--- src/rtl/rv_load_store_unit_if.sv ---
// Execute, data-bus and writeback signals of the load/store unit.
// The slave modport is the unit itself; master is whatever drives it.
interface rv_load_store_unit_if;
   logic        x_valid_i;
   logic        x_load_i;
   logic        x_store_i;
   logic [2:0]  x_fun_i;
   logic [31:0] x_addr_i;
   logic [31:0] x_store_data_i;
   logic        x_stall_i;
   logic        x_stall_req_o;
   logic        x_misaligned_o;
   logic [31:0] dm_addr_o;
   logic [31:0] dm_data_s_o;
   logic [3:0]  dm_data_select_o;
   logic        dm_load_o;
   logic        dm_store_o;
   logic        dm_ready_i;
   logic        dm_load_done_i;
   logic        dm_store_done_i;
   logic [31:0] dm_data_l_i;
   logic        w_load_o;
   logic [2:0]  w_fun_o;
   logic [31:0] w_dm_addr_o;
   logic [31:0] w_data_l_o;
   logic        w_valid_l_o;
   logic        bus_err_o;

   modport master (
      output x_valid_i, x_load_i, x_store_i, x_fun_i, x_addr_i, x_store_data_i, x_stall_i,
      output dm_ready_i, dm_load_done_i, dm_store_done_i, dm_data_l_i,
      input  x_stall_req_o, x_misaligned_o,
      input  dm_addr_o, dm_data_s_o, dm_data_select_o, dm_load_o, dm_store_o,
      input  w_load_o, w_fun_o, w_dm_addr_o, w_data_l_o, w_valid_l_o, bus_err_o
   );

   modport slave (
      input  x_valid_i, x_load_i, x_store_i, x_fun_i, x_addr_i, x_store_data_i, x_stall_i,
      input  dm_ready_i, dm_load_done_i, dm_store_done_i, dm_data_l_i,
      output x_stall_req_o, x_misaligned_o,
      output dm_addr_o, dm_data_s_o, dm_data_select_o, dm_load_o, dm_store_o,
      output w_load_o, w_fun_o, w_dm_addr_o, w_data_l_o, w_valid_l_o, bus_err_o
   );
endinterface

--- src/rtl/rv_load_store_unit.sv ---
// Load/store stage: aligns address, lane-selects and replicates store data, drives data bus.
// Latency: strobe the cycle after accept; load word to writeback the cycle after done.
// Backpressure: one access in flight; stall request held until the state returns to IDLE.
module rv_load_store_unit #(
   parameter int unsigned TIMEOUT_CYCLES = 64
) (
   input logic                 clk_i,
   input logic                 rst_n_i,
   rv_load_store_unit_if.slave lsu
);
   typedef enum logic [2:0] {IDLE, LD_REQ, LD_WAIT, ST_REQ, ST_WAIT} state_t;

   state_t      state, state_nxt;
   logic [15:0] tmo_cnt;
   logic        req_any, misaligned, accept;
   logic        ld_state, st_state, ld_done, st_done, expired, tmo_hit;
   logic [3:0]  sel_nxt;
   logic [31:0] sdat_nxt;

   assign req_any  = lsu.x_valid_i & (lsu.x_load_i | lsu.x_store_i) & ~lsu.x_stall_i;
   assign misaligned = ((lsu.x_fun_i[1:0] == 2'b01) & lsu.x_addr_i[0]) |
                       ((lsu.x_fun_i[1:0] == 2'b10) & (lsu.x_addr_i[1:0] != 2'b00));
   assign accept   = (state == IDLE) & req_any & ~misaligned;
   assign ld_state = (state == LD_REQ) | (state == LD_WAIT);
   assign st_state = (state == ST_REQ) | (state == ST_WAIT);
   assign ld_done  = ((state == LD_REQ) & lsu.dm_ready_i & lsu.dm_load_done_i) |
                     ((state == LD_WAIT) & lsu.dm_load_done_i);
   assign st_done  = ((state == ST_REQ) & lsu.dm_ready_i & lsu.dm_store_done_i) |
                     ((state == ST_WAIT) & lsu.dm_store_done_i);
   assign expired  = (tmo_cnt == 16'(TIMEOUT_CYCLES - 1));
   // A done landing on the expiry cycle wins over the timeout.
   assign tmo_hit  = expired & ((ld_state & ~ld_done) | (st_state & ~st_done));

   assign lsu.dm_load_o     = (state == LD_REQ);
   assign lsu.dm_store_o    = (state == ST_REQ);
   assign lsu.x_stall_req_o = (state != IDLE);
   assign lsu.w_load_o      = ld_state;

   always_comb begin
      sel_nxt  = 4'b1111;
      sdat_nxt = lsu.x_store_data_i;
      case (lsu.x_fun_i[1:0])
         2'b00: begin
            sel_nxt  = 4'b0001 << lsu.x_addr_i[1:0];
            sdat_nxt = {4{lsu.x_store_data_i[7:0]}};
         end
         2'b01: begin
            sel_nxt  = lsu.x_addr_i[1] ? 4'b1100 : 4'b0011;
            sdat_nxt = {2{lsu.x_store_data_i[15:0]}};
         end
         default: ;
      endcase
   end

   always_comb begin
      state_nxt = state;
      case (state)
         IDLE:    if (accept) state_nxt = lsu.x_load_i ? LD_REQ : ST_REQ;
         LD_REQ:  if (ld_done || tmo_hit) state_nxt = IDLE;
                  else if (lsu.dm_ready_i) state_nxt = LD_WAIT;
         LD_WAIT: if (ld_done || tmo_hit) state_nxt = IDLE;
         ST_REQ:  if (st_done || tmo_hit) state_nxt = IDLE;
                  else if (lsu.dm_ready_i) state_nxt = ST_WAIT;
         ST_WAIT: if (st_done || tmo_hit) state_nxt = IDLE;
         default: state_nxt = IDLE;
      endcase
   end

   always_ff @(posedge clk_i) begin
      if (!rst_n_i) state <= IDLE;
      else          state <= state_nxt;
   end

   always_ff @(posedge clk_i) begin
      if (!rst_n_i) begin
         tmo_cnt              <= '0;
         lsu.x_misaligned_o   <= 1'b0;
         lsu.bus_err_o        <= 1'b0;
         lsu.w_valid_l_o      <= 1'b0;
         lsu.w_data_l_o       <= '0;
         lsu.dm_addr_o        <= '0;
         lsu.dm_data_s_o      <= '0;
         lsu.dm_data_select_o <= '0;
         lsu.w_fun_o          <= '0;
         lsu.w_dm_addr_o      <= '0;
      end else begin
         lsu.x_misaligned_o <= (state == IDLE) & req_any & misaligned;
         lsu.bus_err_o      <= tmo_hit;
         // A timed-out load still pulses valid so writeback is released.
         lsu.w_valid_l_o    <= ld_done | (tmo_hit & ld_state);
         if (ld_done)                 lsu.w_data_l_o <= lsu.dm_data_l_i;
         else if (tmo_hit & ld_state) lsu.w_data_l_o <= '0;
         if (accept) begin
            tmo_cnt              <= '0;
            lsu.dm_addr_o        <= {lsu.x_addr_i[31:2], 2'b00};
            lsu.dm_data_s_o      <= sdat_nxt;
            lsu.dm_data_select_o <= sel_nxt;
            lsu.w_fun_o          <= lsu.x_fun_i;
            lsu.w_dm_addr_o      <= lsu.x_addr_i;
         end else if (state != IDLE) begin
            tmo_cnt <= tmo_cnt + 16'd1;
         end
      end
   end
endmodule

--- src/flat_wrapper.sv ---
// flat-port wrapper written by rule: the top's interface ports become plain ports
module rv_load_store_unit_flat 
#(
   parameter int unsigned TIMEOUT_CYCLES = 64
)
  (clk_i, rst_n_i, lsu_x_valid_i, lsu_x_load_i, lsu_x_store_i, lsu_x_fun_i, lsu_x_addr_i, lsu_x_store_data_i, lsu_x_stall_i, lsu_dm_ready_i, lsu_dm_load_done_i, lsu_dm_store_done_i, lsu_dm_data_l_i, lsu_x_stall_req_o, lsu_x_misaligned_o, lsu_dm_addr_o, lsu_dm_data_s_o, lsu_dm_data_select_o, lsu_dm_load_o, lsu_dm_store_o, lsu_w_load_o, lsu_w_fun_o, lsu_w_dm_addr_o, lsu_w_data_l_o, lsu_w_valid_l_o, lsu_bus_err_o);
  rv_load_store_unit_if lsu_i ();
  input logic clk_i;
  input logic rst_n_i;
  input wire logic [$bits(lsu_i.x_valid_i)-1:0] lsu_x_valid_i;
  input wire logic [$bits(lsu_i.x_load_i)-1:0] lsu_x_load_i;
  input wire logic [$bits(lsu_i.x_store_i)-1:0] lsu_x_store_i;
  input wire logic [$bits(lsu_i.x_fun_i)-1:0] lsu_x_fun_i;
  input wire logic [$bits(lsu_i.x_addr_i)-1:0] lsu_x_addr_i;
  input wire logic [$bits(lsu_i.x_store_data_i)-1:0] lsu_x_store_data_i;
  input wire logic [$bits(lsu_i.x_stall_i)-1:0] lsu_x_stall_i;
  input wire logic [$bits(lsu_i.dm_ready_i)-1:0] lsu_dm_ready_i;
  input wire logic [$bits(lsu_i.dm_load_done_i)-1:0] lsu_dm_load_done_i;
  input wire logic [$bits(lsu_i.dm_store_done_i)-1:0] lsu_dm_store_done_i;
  input wire logic [$bits(lsu_i.dm_data_l_i)-1:0] lsu_dm_data_l_i;
  output wire logic [$bits(lsu_i.x_stall_req_o)-1:0] lsu_x_stall_req_o;
  output wire logic [$bits(lsu_i.x_misaligned_o)-1:0] lsu_x_misaligned_o;
  output wire logic [$bits(lsu_i.dm_addr_o)-1:0] lsu_dm_addr_o;
  output wire logic [$bits(lsu_i.dm_data_s_o)-1:0] lsu_dm_data_s_o;
  output wire logic [$bits(lsu_i.dm_data_select_o)-1:0] lsu_dm_data_select_o;
  output wire logic [$bits(lsu_i.dm_load_o)-1:0] lsu_dm_load_o;
  output wire logic [$bits(lsu_i.dm_store_o)-1:0] lsu_dm_store_o;
  output wire logic [$bits(lsu_i.w_load_o)-1:0] lsu_w_load_o;
  output wire logic [$bits(lsu_i.w_fun_o)-1:0] lsu_w_fun_o;
  output wire logic [$bits(lsu_i.w_dm_addr_o)-1:0] lsu_w_dm_addr_o;
  output wire logic [$bits(lsu_i.w_data_l_o)-1:0] lsu_w_data_l_o;
  output wire logic [$bits(lsu_i.w_valid_l_o)-1:0] lsu_w_valid_l_o;
  output wire logic [$bits(lsu_i.bus_err_o)-1:0] lsu_bus_err_o;
  assign lsu_i.x_valid_i = lsu_x_valid_i;
  assign lsu_i.x_load_i = lsu_x_load_i;
  assign lsu_i.x_store_i = lsu_x_store_i;
  assign lsu_i.x_fun_i = lsu_x_fun_i;
  assign lsu_i.x_addr_i = lsu_x_addr_i;
  assign lsu_i.x_store_data_i = lsu_x_store_data_i;
  assign lsu_i.x_stall_i = lsu_x_stall_i;
  assign lsu_i.dm_ready_i = lsu_dm_ready_i;
  assign lsu_i.dm_load_done_i = lsu_dm_load_done_i;
  assign lsu_i.dm_store_done_i = lsu_dm_store_done_i;
  assign lsu_i.dm_data_l_i = lsu_dm_data_l_i;
  assign lsu_x_stall_req_o = lsu_i.x_stall_req_o;
  assign lsu_x_misaligned_o = lsu_i.x_misaligned_o;
  assign lsu_dm_addr_o = lsu_i.dm_addr_o;
  assign lsu_dm_data_s_o = lsu_i.dm_data_s_o;
  assign lsu_dm_data_select_o = lsu_i.dm_data_select_o;
  assign lsu_dm_load_o = lsu_i.dm_load_o;
  assign lsu_dm_store_o = lsu_i.dm_store_o;
  assign lsu_w_load_o = lsu_i.w_load_o;
  assign lsu_w_fun_o = lsu_i.w_fun_o;
  assign lsu_w_dm_addr_o = lsu_i.w_dm_addr_o;
  assign lsu_w_data_l_o = lsu_i.w_data_l_o;
  assign lsu_w_valid_l_o = lsu_i.w_valid_l_o;
  assign lsu_bus_err_o = lsu_i.bus_err_o;
  rv_load_store_unit #(.TIMEOUT_CYCLES(TIMEOUT_CYCLES)) u_core (.clk_i(clk_i), .rst_n_i(rst_n_i), .lsu(lsu_i));
endmodule
--- config.mk ---
export PLATFORM = sky130hd
export DESIGN_NAME = rv_load_store_unit_flat
export DESIGN_NICKNAME = d
export VERILOG_FILES = /design/src/rtl/rv_load_store_unit_if.sv /design/src/rtl/rv_load_store_unit.sv /design/src/flat_wrapper.sv
export SDC_FILE = /design/constraint.sdc
export NUM_CORES = 1
export LEC_CHECK = 0
export ABC_AREA = 1
export CORE_AREA = 2 2 120 122
export CTS_BUF_LIST = sky130_fd_sc_hd__clkbuf_16
export CTS_CLUSTER_DIAMETER = 200
export DETAILED_ROUTE_END_ITERATION = 6
export DIE_AREA = 0 0 122 124
export GPL_TIMING_DRIVEN = 0
export HOLD_SLACK_MARGIN = 0.15
export PLACE_DENSITY = 0.75
export SKIP_LAST_GASP = 1
export SLEW_MARGIN = 40
export SYNTH_ARGS = -nofsm -noshare
export SYNTH_HDL_FRONTEND = slang
export SYNTH_SLANG_ARGS = --single-unit
--- constraint.sdc ---
create_clock -name clk_i -period 4 [get_ports clk_i]
set_input_delay 0.8 -clock clk_i [delete_from_list [all_inputs] [get_ports clk_i]]
set_output_delay 0.8 -clock clk_i [all_outputs]
set_load 0.02 [all_outputs]
-- Yosys cells after proc, flatten, opt, wreduce, memory -nomap -nowiden
Index checks and enable logic that the tools add are counted.
- bitwise gates (word level): 30
- multiplexer cells: 14
- shifts and indexed selects: 1
- $add $sub $neg: 1
- equality and inequality tests: 12
- reduce and logical (&&, ||, !) cells: 9
- operators with widths (kind ; number):
    $mux 32 ; 2
    $pmux 32 s2 ; 1
    $mux 3 ; 7
    $and 1x1->1 ; 17
    $add 16x1->16 const B ; 1
    $eq 16x6->1 const B ; 1
    $pmux 3 s5 ; 1
    $or 1x1->1 ; 8
    $pmux 4 s2 ; 1
    $eq 3x2->1 const B ; 2
    $ne 3x2->1 const B ; 2
    $not 1->1 ; 5
    $reduce_and 5->1 ; 1
    $mux 4 ; 1
    $ne 2x2->1 const B ; 2
    $reduce_bool 2->1 ; 2
    $shl 1x2->4 const A ; 1
    $eq 3x1->1 const B ; 1
    $eq 3x3->1 const B ; 1
    $logic_not 3->1 ; 1
    $reduce_bool 3->1 ; 1
    $eq 2x1->1 const B ; 1
    $eq 2x2->1 const B ; 1
    $logic_not 2->1 ; 1
    other kinds (4) ; 5
- word-level logic and storage cells: 78
- register bits after elaboration: 155
- output and inout bits: 142

-- Logic depth before layout (Yosys ltp)
- depth in word-level cells: 11
- mapped depth: 12

-- Least setup slack after synthesis
OpenSTA, ideal clock, no wires.
- path kind: input port to flip-flop
- start point: input lsu_x_valid_i
- end point: register u_core.lsu.dm_data_s_o[16]
- setup slack: 2.035 ns
- data required time: 3.872 ns
- setup time: 0.128 ns
- arrival: 1.837 ns
- stages on the path: 9
- path through: inv_1 nor4_4 nand2_4 inv_4 nor2_2 buf_4 buf_6 nand2_1 o21ai_1
- cells in the longest elaborated chain, start to end: 4
- RTL lines (item ; line ; RTL):
    start, declared ; flat_wrapper.sv:10 ; input wire logic [$bits(lsu_i.x_valid_i)-1:0] lsu_x_valid_i;
    $and 1x1->1 (2 in a row) ; rv_load_store_unit.sv:20 ; assign req_any = lsu.x_valid_i & (lsu.x_load_i | lsu.x_store_i) & ~lsu.x_stall_i;
    $and 1x1->1 (2 in a row) ; rv_load_store_unit.sv:23 ; assign accept = (state == IDLE) & req_any & ~misaligned;
    end signal, assigned ; rv_load_store_unit.sv:96 ; lsu.dm_data_s_o <= sdat_nxt;
    end, declared ; rv_load_store_unit_if.sv:41 ; output dm_addr_o, dm_data_s_o, dm_data_select_o, dm_load_o, dm_store_o,
No other way between the ends.
A chain may end at the register's enable or synchronous reset.

-- Worst setup path after layout
- start point: register u_core.state[2]
- end point: output lsu_w_load_o
- cells in the longest elaborated chain, start to end: 2
- RTL lines (item ; line ; RTL):
    start, declared ; rv_load_store_unit.sv:13 ; state_t state, state_nxt;
    start signal, assigned ; rv_load_store_unit.sv:71 ; else state <= state_nxt;
    $eq 3x1->1 or $eq 3x2->1 (tied branches) ; rv_load_store_unit.sv:24 ; assign ld_state = (state == LD_REQ) | (state == LD_WAIT);
    $or 1x1->1 * ; rv_load_store_unit.sv:24 ;
    end, declared ; flat_wrapper.sv:28 ; output wire logic [$bits(lsu_i.w_load_o)-1:0] lsu_w_load_o;
Every way passes the cells marked *; elsewhere a longest branch is shown, timed or not.

==> summary.md <==
| Metric | Value |
|---|---|
| # resized after CTS | `0` |
| Unrepaired setup endpoints after global routing | `no` |
| CTS root buffer | `clkbuf_16` |
| Max Buffers Root-to-Sink | `2` |
| Run status | `completed` |
| Maxcap violations | `0` |
| Final hold violations | `0` |
| Worst vdd ir | `296.3 uV` |
| Top-count cell post-synth | `nand2_1` |
| IO Pins | `250` |
| Family with the most delay on the worst path | `buffers and inverters` |
| Hold_sp | `u_core.lsu.dm_data_s_o[21]` |
| Filler instances | `1241` |
| CTS clk-pin slew, worst paths | `approximately 0.05 ns` |
| Fin Hold WS | `~0.45 ns` |
| Register area | `roughly 2500 um^2` |
| First-pass GRT wire length | `between 20000 and 30000 um` |
| Routed WL | `16500 um` |
| Top cells by area, synth | `dfxtp_1 48%, nand2_1 10%, nor2_1 7.0%, a21oi_1 6.7%, o21ai_0 6.2%` |
| Critical path cell sequence | `inv_1 -> nand3_1 -> nand2_2 -> clkdlybuf4s50_1` |
| Routed Antenna Nets | `0` |
| Fin util | `about 60%` |
| Final period util | `between 60% and 70%` |
| Post-synth EDFFs | `0` |
| Clk Latency, worst-skew pair | `slightly above 0.4 ns` |
| Tot GR Track Use | `~22%` |
| TritonCTS Sinks | `125` |
| Post-Layout Inst Area | `between 8000 and 9000 um^2` |
| Critical path's largest stage delay | `roughly 0.65 ns` |
| Critical Path Start Type | `flip-flop` |
| Initial Util | `37.67%` |
| Slew @ Worst Pin | `just under 0.6 ns` |
| Final Critical Period | `2.603 ns` |
| TritonCTS clock tree | `built` |
| IO Port Bufs | `roughly 250` |
| Syn Inst Count | `687` |
| Initial antenna violation count | `0` |
| Die area | `approximately 15000 um^2` |
| Worst hold-check path type | `flip-flop to flip-flop` |
| Final setup fails | `0` |
| Share of the synthesized area in the top cell type | `48.43%` |
| CP max FO | `5` |
| Setup crit end kind | `output pin` |
| Nets@finish | `around 1100` |
| Post-synth ARST share | `0%` |
| DR vias | `5379` |
| Slowest cell on crit path | `clkdlybuf4s50_1` |
| H-tree Lvls | `4` |
| Hold buffer count at cts | `0` |
| Critical path arrival | `roughly 1.8 ns` |
| Area growth syn-to-layout | `62.54%` |
| Worst setup path class | `flip-flop to output pin` |
| Mean Syn Cell Area | `7.522 um^2` |
| # rows | `43` |
| Post-synthesis instance area | `5167 um^2` |
| Diode count | `0` |
| Flops & latches, synth | `125` |
| Pwr per Cell Area | `430.0 nW/um^2` |
| Core area | `about 14000 um^2` |
| Largest net degree at the start of global routing | `17` |
| Share of layout cells above drive strength 1 | `9.223%` |
| Upper clock frequency limit | `approximately 380 MHz` |
| Vias in the first global route | `5098` |
| Drt pass-1 iters | `5` |
| Yosys warnings | `0` |
| Die Ht | `about 120 um` |
| Vias/cell | `about 4.7` |
| Multi-input combinational cell area | `approximately 2100 um^2` |
| Top FF cell, synth | `dfxtp_1` |
| Placed inst area | `7859 um^2` |
| CTS buffer count | `17` |
| Sequential area share after synthesis | `about half` |
| Iteration-0 DRC Markers | `303` |
| Endpoint required time on the critical path | `3.20 ns` |
| GPL Wtd Cong | `slightly below 0.8` |
| Worst r2r src | `u_core.tmo_cnt[1]` |
| Setup Skew | `about 0.0077 ns` |
| CP bufs+invs | `2` |
| Slew margin rel. | `between 60% and 70%` |
| Post-synth cell types | `34` |
| DR WL/cell | `between 10 and 15 um` |
| Total gr overflow | `0` |
| Critical Path Start | `u_core.state[2]` |
| Detail Placement HPWL | `between 10000 and 15000 um` |
| Top cell type by total area after synthesis | `dfxtp_1` |
| Post CTS Setup Buffer Count | `0` |
| Commonest cells in the synthesized netlist | `141 x nand2_1, 125 x dfxtp_1, 97 x nor2_1, 69 x a21oi_1, 64 x o21ai_0` |
| Post-route setup TNS | `0 ns` |
| DR DRC count | `0` |
| Leakage | `0.003257 uW` |
| Fin. max-slew vios | `0` |
| Die width | `around 120 um` |
==> area by class of cell <==
| class | count | share of cell area [%] |
|---|---|---|
| Clock inverter | 14 | 1.370 |
| Clock buffer | 17 | 5.065 |
| Timing Repair Buffer | 246 | 29.32 |
| Sequential cell | 125 | 29.79 |
| Tap cell | 180 | 2.681 |
| Buffer | 66 | 4.916 |
| Inverter | 38 | 1.728 |
| Multi-Input combinational cell | 459 | 25.13 |
==> tightest hold or removal path, stage by stage, from the launching register on <==
cell     delay, ns
dfxtp_1       0.31
nand2_1       0.05
o21ai_1       0.05
==> sequential cells by signal, summed over array words and instances, names as in the netlist <==
name                         flops
u_core.lsu.bus_err_o             1
u_core.lsu.dm_addr_o             1
u_core.lsu.dm_data_s_o          32
u_core.lsu.dm_data_select_o      4
u_core.lsu.w_data_l_o           32
u_core.lsu.w_dm_addr_o          31
u_core.lsu.w_fun_o               3
u_core.lsu.w_valid_l_o           1
u_core.lsu.x_misaligned_o        1
u_core.state                     3
u_core.tmo_cnt                  16
==> placed cells by master, fill, tap and decap left out, types with 2 or more instances in the layout <==
| cell type | instances |
|---|---|
| a211oi_1 | 6 |
| a21oi_1 | 69 |
| a31oi_1 | 7 |
| buf_2 | 6 |
| buf_4 | 38 |
| buf_6 | 2 |
| bufinv_16 | 2 |
| clkbuf_1 | 20 |
| clkbuf_16 | 17 |
| clkdlybuf4s50_1 | 246 |
| clkinv_1 | 2 |
| clkinv_2 | 5 |
| conb_1 | 2 |
| dfxtp_1 | 125 |
| inv_1 | 40 |
| nand2_1 | 141 |
| nand2_2 | 3 |
| nand2_4 | 2 |
| nand3_1 | 18 |
| nand4_1 | 3 |
| nor2_1 | 97 |
| nor2_2 | 5 |
| nor3_1 | 5 |
| o21ai_0 | 64 |
| o21ai_1 | 22 |
| or2_2 | 3 |
| xor2_1 | 3 |
==> worst paths after layout <==
path / cells past startpoint / slack (ns) / to
worst min register to register: 2 / 0.45 / u_core.lsu.dm_data_s_o[21]
worst min-delay path: 2 / 0.45 / u_core.lsu.dm_data_s_o[21]
worst max-delay path: 4 / 1.40 / lsu_w_load_o
worst max register to register: 11 / 2.04 / u_core.lsu.w_data_l_o[14]
==> layer usage <==
| metal | vias to the layer above | GRT usage [%] | wire length (um) |
|---|---|---|---|
| li1 | 2743 | - | - |
| met4 | 0 | 6.825 | 309 |
| met2 | 143 | 37.12 | 8326 |
| met3 | 22 | 7.738 | 1034 |
| met1 | 2471 | 26.31 | 6833 |
| met5 | - | 0 | 0 |
==> where the power goes <==
part	internal (uW)	switching [uW]	leakage [uW]
clock network	892	533	0.000286
logic	391	412	0.00196
registers	1330	54.5	0.00101
total	2610	999	0.00326
==> stage by stage <==
stage | cells | setup WS, ns | total power, uW
2_1_floorplan | 688 | 2.035 | 1814
3_3_place_gp | 1114 | 1.148 | 2207
3_5_place_dp | 1114 | 1.132 | 2215
4_1_cts | 1145 | 1.365 | 3641
5_1_grt | 1145 | 1.253 | 3772
6_report | 1145 | 1.397 | 3612
==> cell families after synthesis <==
family | share of synthesized area [%]
and+or+nand+nor | 22.47
adders and majority gates | 0.2421
xor gates and xnor gates | 0.6781
AOI/OAI and AO/OA | 17.31
buffers and inverters | 10.80
DFF | 48.43
other | 0.07257
Power figures use the tool's default switching activity.
